[src/rtl/ac_dac_fifo_pkg.sv]
// Shared register map, bit positions and the L/R pair type for the audio DAC FIFO.
package ac_dac_fifo_pkg;

   localparam logic [1:0] ADDR_LEFT  = 2'd0;
   localparam logic [1:0] ADDR_RIGHT = 2'd1;
   localparam logic [1:0] ADDR_CTRL  = 2'd2;
   localparam logic [1:0] ADDR_IRQ   = 2'd3;

   localparam int STAT_OVF_BIT   = 16;
   localparam int STAT_UDF_BIT   = 17;
   localparam int STAT_FULL_BIT  = 18;
   localparam int STAT_EMPTY_BIT = 19;

   localparam int CTRL_FLUSH_BIT = 0;
   localparam int CTRL_CLEAR_BIT = 1;
   localparam int IRQ_EN_BIT     = 16;

   localparam int SAMPLE_MAX_W = 32;

   // Samples are carried sign-extended to the widest supported sample width.
   typedef struct packed {
      logic signed [SAMPLE_MAX_W-1:0] left;
      logic signed [SAMPLE_MAX_W-1:0] right;
   } pair_t;

   function automatic logic [31:0] status_word(input logic [15:0] level, input logic ovf,
                                               input logic udf, input logic full, input logic empty);
      logic [31:0] w;
      w                 = '0;
      w[15:0]           = level;
      w[STAT_OVF_BIT]   = ovf;
      w[STAT_UDF_BIT]   = udf;
      w[STAT_FULL_BIT]  = full;
      w[STAT_EMPTY_BIT] = empty;
      return w;
   endfunction

endpackage

[src/rtl/ac_pair_fifo.sv]
// Circular store of L/R sample pairs with push/pop/flush and a pair-count level.
module ac_pair_fifo
   import ac_dac_fifo_pkg::*;
#(
   parameter int W     = 24,
   parameter int DEPTH = 64
) (
   input  logic                     clk,
   input  logic                     rst_n,
   input  logic                     push,
   input  logic [W-1:0]             push_left,
   input  logic [W-1:0]             push_right,
   input  logic                     pop,
   input  logic                     flush,
   output logic [W-1:0]             head_left,
   output logic [W-1:0]             head_right,
   output logic [$clog2(DEPTH):0]   level,
   output logic                     full,
   output logic                     empty,
   output logic                     dropped
);

   localparam int AW = $clog2(DEPTH);

   logic [2*W-1:0] mem [DEPTH];
   logic [AW-1:0]  wr_ptr;
   logic [AW-1:0]  rd_ptr;
   logic           do_push;
   logic           do_pop;

   assign empty   = (level == '0);
   assign full    = (level == (AW+1)'(DEPTH));
   assign do_pop  = pop & ~empty & ~flush;
   // A full FIFO still takes a push when a pop frees a slot in the same cycle.
   assign do_push = push & ~flush & (~full | do_pop);
   assign dropped = push & ~flush & ~do_push;

   always_ff @(posedge clk or negedge rst_n) begin
      if (!rst_n) begin
         wr_ptr <= '0;
         rd_ptr <= '0;
         level  <= '0;
      end else if (flush) begin
         wr_ptr <= '0;
         rd_ptr <= '0;
         level  <= '0;
      end else begin
         if (do_push) wr_ptr <= wr_ptr + 1'b1;
         if (do_pop)  rd_ptr <= rd_ptr + 1'b1;
         if (do_push && !do_pop)      level <= level + 1'b1;
         else if (do_pop && !do_push) level <= level - 1'b1;
      end
   end

   always_ff @(posedge clk) begin
      if (do_push) mem[wr_ptr] <= {push_left, push_right};
   end

   assign {head_left, head_right} = mem[rd_ptr];

endmodule

[src/rtl/ac_dac_fifo.sv]
// Avalon-MM fed sample-pair FIFO driving a stereo DAC on ready-edge handshakes.
// Optional level-threshold interrupt is built when AC_DAC_FIFO_IRQ_EN is defined.
module ac_dac_fifo
   import ac_dac_fifo_pkg::*;
#(
   parameter int DATA_WDT = 24,
   parameter int DEPTH    = 64
) (
   input  logic                mstClk,
   input  logic                mstReset,
   input  logic [1:0]          avsAdr,
   input  logic                avsWr,
   input  logic [31:0]         avsWrData,
   input  logic                avsRd,
   output logic [31:0]         avsRdData,
   input  logic                dacLRdy,
   output logic [DATA_WDT-1:0] dacLData,
   input  logic                dacRRdy,
   output logic [DATA_WDT-1:0] dacRData,
   output logic                irq
);

   localparam int LW = $clog2(DEPTH) + 1;

   logic [DATA_WDT-1:0] staged_left;
   pair_t               push_pair;
   logic                wr_left;
   logic                push;
   logic                ctrl_wr;
   logic                flush;
   logic                clear;
   logic                l_rdy_q;
   logic                r_rdy_q;
   logic                l_used;
   logic                r_used;
   logic                load;
   logic [DATA_WDT-1:0] head_left;
   logic [DATA_WDT-1:0] head_right;
   logic [LW-1:0]       level;
   logic                full;
   logic                empty;
   logic                dropped;
   logic                ovf;
   logic                udf;
   logic [31:0]         irq_word;
   logic [31:0]         rd_mux;

   assign wr_left = avsWr & (avsAdr == ADDR_LEFT);
   assign push    = avsWr & (avsAdr == ADDR_RIGHT);
   assign ctrl_wr = avsWr & (avsAdr == ADDR_CTRL);
   assign flush   = ctrl_wr & avsWrData[CTRL_FLUSH_BIT];
   assign clear   = ctrl_wr & avsWrData[CTRL_CLEAR_BIT];
   assign load    = l_used & r_used;

   assign push_pair.left  = SAMPLE_MAX_W'(signed'(staged_left));
   assign push_pair.right = SAMPLE_MAX_W'(signed'(avsWrData[DATA_WDT-1:0]));

   ac_pair_fifo #(
      .W     (DATA_WDT),
      .DEPTH (DEPTH)
   ) u_fifo (
      .clk        (mstClk),
      .rst_n      (mstReset),
      .push       (push),
      .push_left  (push_pair.left[DATA_WDT-1:0]),
      .push_right (push_pair.right[DATA_WDT-1:0]),
      .pop        (load),
      .flush      (flush),
      .head_left  (head_left),
      .head_right (head_right),
      .level      (level),
      .full       (full),
      .empty      (empty),
      .dropped    (dropped)
   );

   always_ff @(posedge mstClk or negedge mstReset) begin
      if (!mstReset) begin
         staged_left <= '0;
      end else if (wr_left) begin
         staged_left <= avsWrData[DATA_WDT-1:0];
      end
   end

   // The driver signals consumption of each channel independently; load once both are used.
   always_ff @(posedge mstClk or negedge mstReset) begin
      if (!mstReset) begin
         l_rdy_q <= 1'b0;
         r_rdy_q <= 1'b0;
         l_used  <= 1'b0;
         r_used  <= 1'b0;
      end else begin
         l_rdy_q <= dacLRdy;
         r_rdy_q <= dacRRdy;
         l_used  <= (l_used & ~load) | (dacLRdy & ~l_rdy_q);
         r_used  <= (r_used & ~load) | (dacRRdy & ~r_rdy_q);
      end
   end

   always_ff @(posedge mstClk or negedge mstReset) begin
      if (!mstReset) begin
         dacLData <= '0;
         dacRData <= '0;
      end else if (load) begin
         dacLData <= empty ? '0 : head_left;
         dacRData <= empty ? '0 : head_right;
      end
   end

   always_ff @(posedge mstClk or negedge mstReset) begin
      if (!mstReset) begin
         ovf <= 1'b0;
         udf <= 1'b0;
      end else if (clear) begin
         ovf <= 1'b0;
         udf <= 1'b0;
      end else begin
         if (dropped)       ovf <= 1'b1;
         if (load && empty) udf <= 1'b1;
      end
   end

`ifdef AC_DAC_FIFO_IRQ_EN
   logic [15:0] irq_thr;
   logic        irq_en;

   always_ff @(posedge mstClk or negedge mstReset) begin
      if (!mstReset) begin
         irq_thr <= '0;
         irq_en  <= 1'b0;
         irq     <= 1'b0;
      end else begin
         if (avsWr && (avsAdr == ADDR_IRQ)) begin
            irq_thr <= avsWrData[15:0];
            irq_en  <= avsWrData[IRQ_EN_BIT];
         end
         irq <= irq_en & (16'(level) < irq_thr);
      end
   end

   assign irq_word = {15'b0, irq_en, irq_thr};
`else
   assign irq      = 1'b0;
   assign irq_word = '0;
`endif

   always_comb begin
      rd_mux = '0;
      case (avsAdr)
         ADDR_CTRL: rd_mux = status_word(16'(level), ovf, udf, full, empty);
         ADDR_IRQ:  rd_mux = irq_word;
         default:   rd_mux = '0;
      endcase
   end

   always_ff @(posedge mstClk or negedge mstReset) begin
      if (!mstReset) begin
         avsRdData <= '0;
      end else if (avsRd) begin
         avsRdData <= rd_mux;
      end
   end

endmodule

[config.mk]
export PLATFORM = sky130hd
export DESIGN_NAME = ac_dac_fifo
export DESIGN_NICKNAME = d
export VERILOG_FILES = /design/src/rtl/ac_dac_fifo_pkg.sv /design/src/rtl/ac_pair_fifo.sv /design/src/rtl/ac_dac_fifo.sv
export SDC_FILE = /design/constraint.sdc
export NUM_CORES = 2
export LEC_CHECK = 0
export ABC_AREA = 0
export CAP_MARGIN = 20
export CORE_MARGIN = 3
export CORE_UTILIZATION = 40
export CTS_CLUSTER_SIZE = 14
export DETAILED_ROUTE_END_ITERATION = 10
export SLEW_MARGIN = 30
export SYNTH_ARGS = -nofsm -noshare
export SYNTH_HDL_FRONTEND = slang
export SYNTH_SLANG_ARGS = --single-unit
[constraint.sdc]
create_clock -name mstClk -period 8.3 [get_ports mstClk]
set_input_delay 0.83 -clock mstClk [delete_from_list [all_inputs] [get_ports mstClk]]
set_output_delay 0.83 -clock mstClk [all_outputs]
set_load 0.005 [all_outputs]
==> flow_summary.toml <==
[route]
wl_per_cell_um = 31.66
drc_errors = 0
vias = 57340
first_iter_violations = 7566
viasPerCell = 5.855
ant_nets = 0
first_pass_iters = 6
drt_wl_total_um = 310000

[pwr]
ir_drop_uv = 240.2
total_power_uw = 42720
pwr_density_cell_nw_per_um2 = 307.3
leakage_uw = 0.04298

[placed_design]
dp_hpwl_um = 174800
io_buffers = 90
place_congestion = 0.8277
place_ws_ps = 2512
placed_cells = 9214

[synth]
yosys_warnings = 0
synth_top_cell_by_area = "edfxtp_1"
synthDominantCellAreaShare_pct = 76.05
ys_seq_elements = 3180
netlist_instances = 5203
synth_area_um2 = 121300
synth-async-reset-ratio_pct = 3.396
synthDistinctLibCells = 60
synth_edf_count = 3072
avgSynthCellArea_um2 = 23.31
synth-seq-area-share_pct = 78.28
synthTopCellsByArea = "edfxtp_1 76%, mux4_2 15%, dfrtp_1 2.2%, mux2i_1 1.4%, a22oi_1 0.58%"
synth_flop_cell = "edfxtp_1"
synth.most_common_cell = "edfxtp_1"
ys_top_cells_by_count = "3072 x edfxtp_1, 827 x mux4_2, 167 x mux2i_1"

[global_routing]
grt_pass1_vias = 57930
grt-ovfl-total = 0
grt_usage_pct = 19.87
grt_max_degree = 122
antenna_found_initial = 14
grt_pass1_wl_um = 440000

[run]
drv_cap = 0

[clock_tree]
htree_levels = 5
cts.path.max_buffers = 4
clk_latency_ps = 870
path_clk_slew_ps = 60
clock-sinks = 3180
post_cts_resize_count = 0
cts_tree = "done"
hold_buffers = 0
cts_root_buffer = "clkbuf_16"
cts_setup_buffers = 0
cts_buffers = 318

[sta]
finalClockSkew_ps = 41.40
postLayoutSetupSlackWorst_ps = 3556
min_period_ps = 4744
worst_pin_slew_ps = 1027
final-setup-viol-count = 0
max_freq_mhz = 210.8
hold_viol = 2
rsz0062_at_grt = "false"
relSlewSlack_pct = 31.36
fin_crit_sh_pct = 57.16
whs_ps = -5.685
fin_setup_tns_ps = 0
drv_slew = 0

[floorplan]
die_h_um = 556.7
die_w_um = 556.7
rows = 201
top_level_ports = 121
start_util_pct = 40.33
dieArea_um2 = 309900
design.core.area_um2 = 300800

[setup_path]
required_ps = 8780
startpoint = "avsAdr[1]"
r2r_start = "l_used"
critPathCaptureType = "flop"
timing.rr.end = "u_fifo.mem[20][17]"
endpoint = "u_fifo.mem[20][17]"
arrival_ps = 5220
r2r_cells = 6
cp-start-kind = "primary input"
critPathKind = "in2reg"
worstPathMaxFanout = 27
rrSetupSlack_ps = 4010

[status]
outcome = "finished with violations"
violations = "negative hold slack"

[finish]
fin_cells = 9793
syn_to_final_growth_pct = 14.59
nNetsFinal = 5628
drive_gt1_share_pct = 28.72

[hold_path]
hp-class = "in2async"
==> critical path: stages <==
cell             delay [ps]
clkdlybuf4s50_1         550
and4b_2                 510
o2111ai_1               380
and2_1                  570
nand3_1                 790
nor2_4                  960
buf_4                   570
==> layer usage <==
metal	wire length [µm]	part of all wire, %	global-route usage (%)	vias to the layer above
li1	-	-	-	22970
met1	127600	41	28.57	31310
met2	147000	47	31.23	2603
met3	28050	9.0	4.159	445
met4	7298	2.4	4.771	8
met5	47	0.015	0	-
==> sequential cells by signal (all words and copies together) (netlist names) <==
name and count:
avsRdData 11, ovf 1, u_fifo.wr_ptr 6, udf 1, staged_left 24, dacLData 24
l_rdy_q 1, r_used 1, r_rdy_q 1, l_used 1, dacRData 24, u_fifo.rd_ptr 6
u_fifo.mem 3072, u_fifo.level 7
==> final cells by class <==
class | instances | area, µm²
Fill cell | 24560 | 161800
Multi-Input combinational cell | 1723 | 25220
Antenna cell | 6 | 15.01
Clock buffer | 428 | 8870
Sequential cell | 3180 | 94980
Tap cell | 3958 | 4952
Timing Repair Buffer | 334 | 3715
Clock inverter | 142 | 1172
Inverter | 22 | 82.58
==> cell usage in the layout (no fill, tap or decap), types with 37 or more instances in the layout <==
master           Yosys  routed
edfxtp_1          3072    3072
mux4_2             827     827
clkbuf_16            0     333
buf_4               56     178
mux2i_1            167     167
nand2_1            103     101
dfrtp_1            108      98
a22oi_1             93      93
clkbuf_1            98      77
nor2_4               0      66
nand3_1             65      65
clkdlybuf4s50_1      0      65
clkinv_2             0      64
a21oi_1             54      54
clkinv_1             2      45
nor2_1             115      44
buf_12               1      37
==> through the flow <==
step,area (µm²),utilization (%)
6_report,139000,46.21
2_1_floorplan,121400,-
5_1_grt,139000,46.21
4_1_cts,138900,46.18
3_5_place_dp,128900,42.84
3_3_place_gp,127900,42.52
==> logic make-up (layout without fill, tap and decap cells) <==
group	count (synthesis)	after routing	synth area share, %
multiplexers	1020	1020	16.97
other	1	28	0.003091
AND/OR/NAND/NOR	360	360	1.331
AO/OA/AOI/OAI	300	300	1.752
buffers and inverters	321	926	1.478
XOR/XNOR	12	12	0.08664
adder cells (fa/ha/maj)	9	9	0.09903
flip-flops	3180	3180	78.28
==> report_power, final <==
group	switching (µW)	internal, µW
clock network	5900	8060
registers	471	18200
logic	5500	4580
==> how the worst min path moves through the flow <==
stage              from         endpoint  slack, ps  cells past startpoint
2_1_floorplan   r_rdy_q           r_used        400                      1
4_1_cts        mstReset     dacRData[18]         70                      1
3_5_place_dp    r_rdy_q           r_used        420                      1
6_report       mstReset   staged_left[6]         -6                      1
3_3_place_gp    r_rdy_q           r_used        410                      1
5_1_grt        mstReset  staged_left[23]         40                      1
Power figures use the tool's default switching activity.
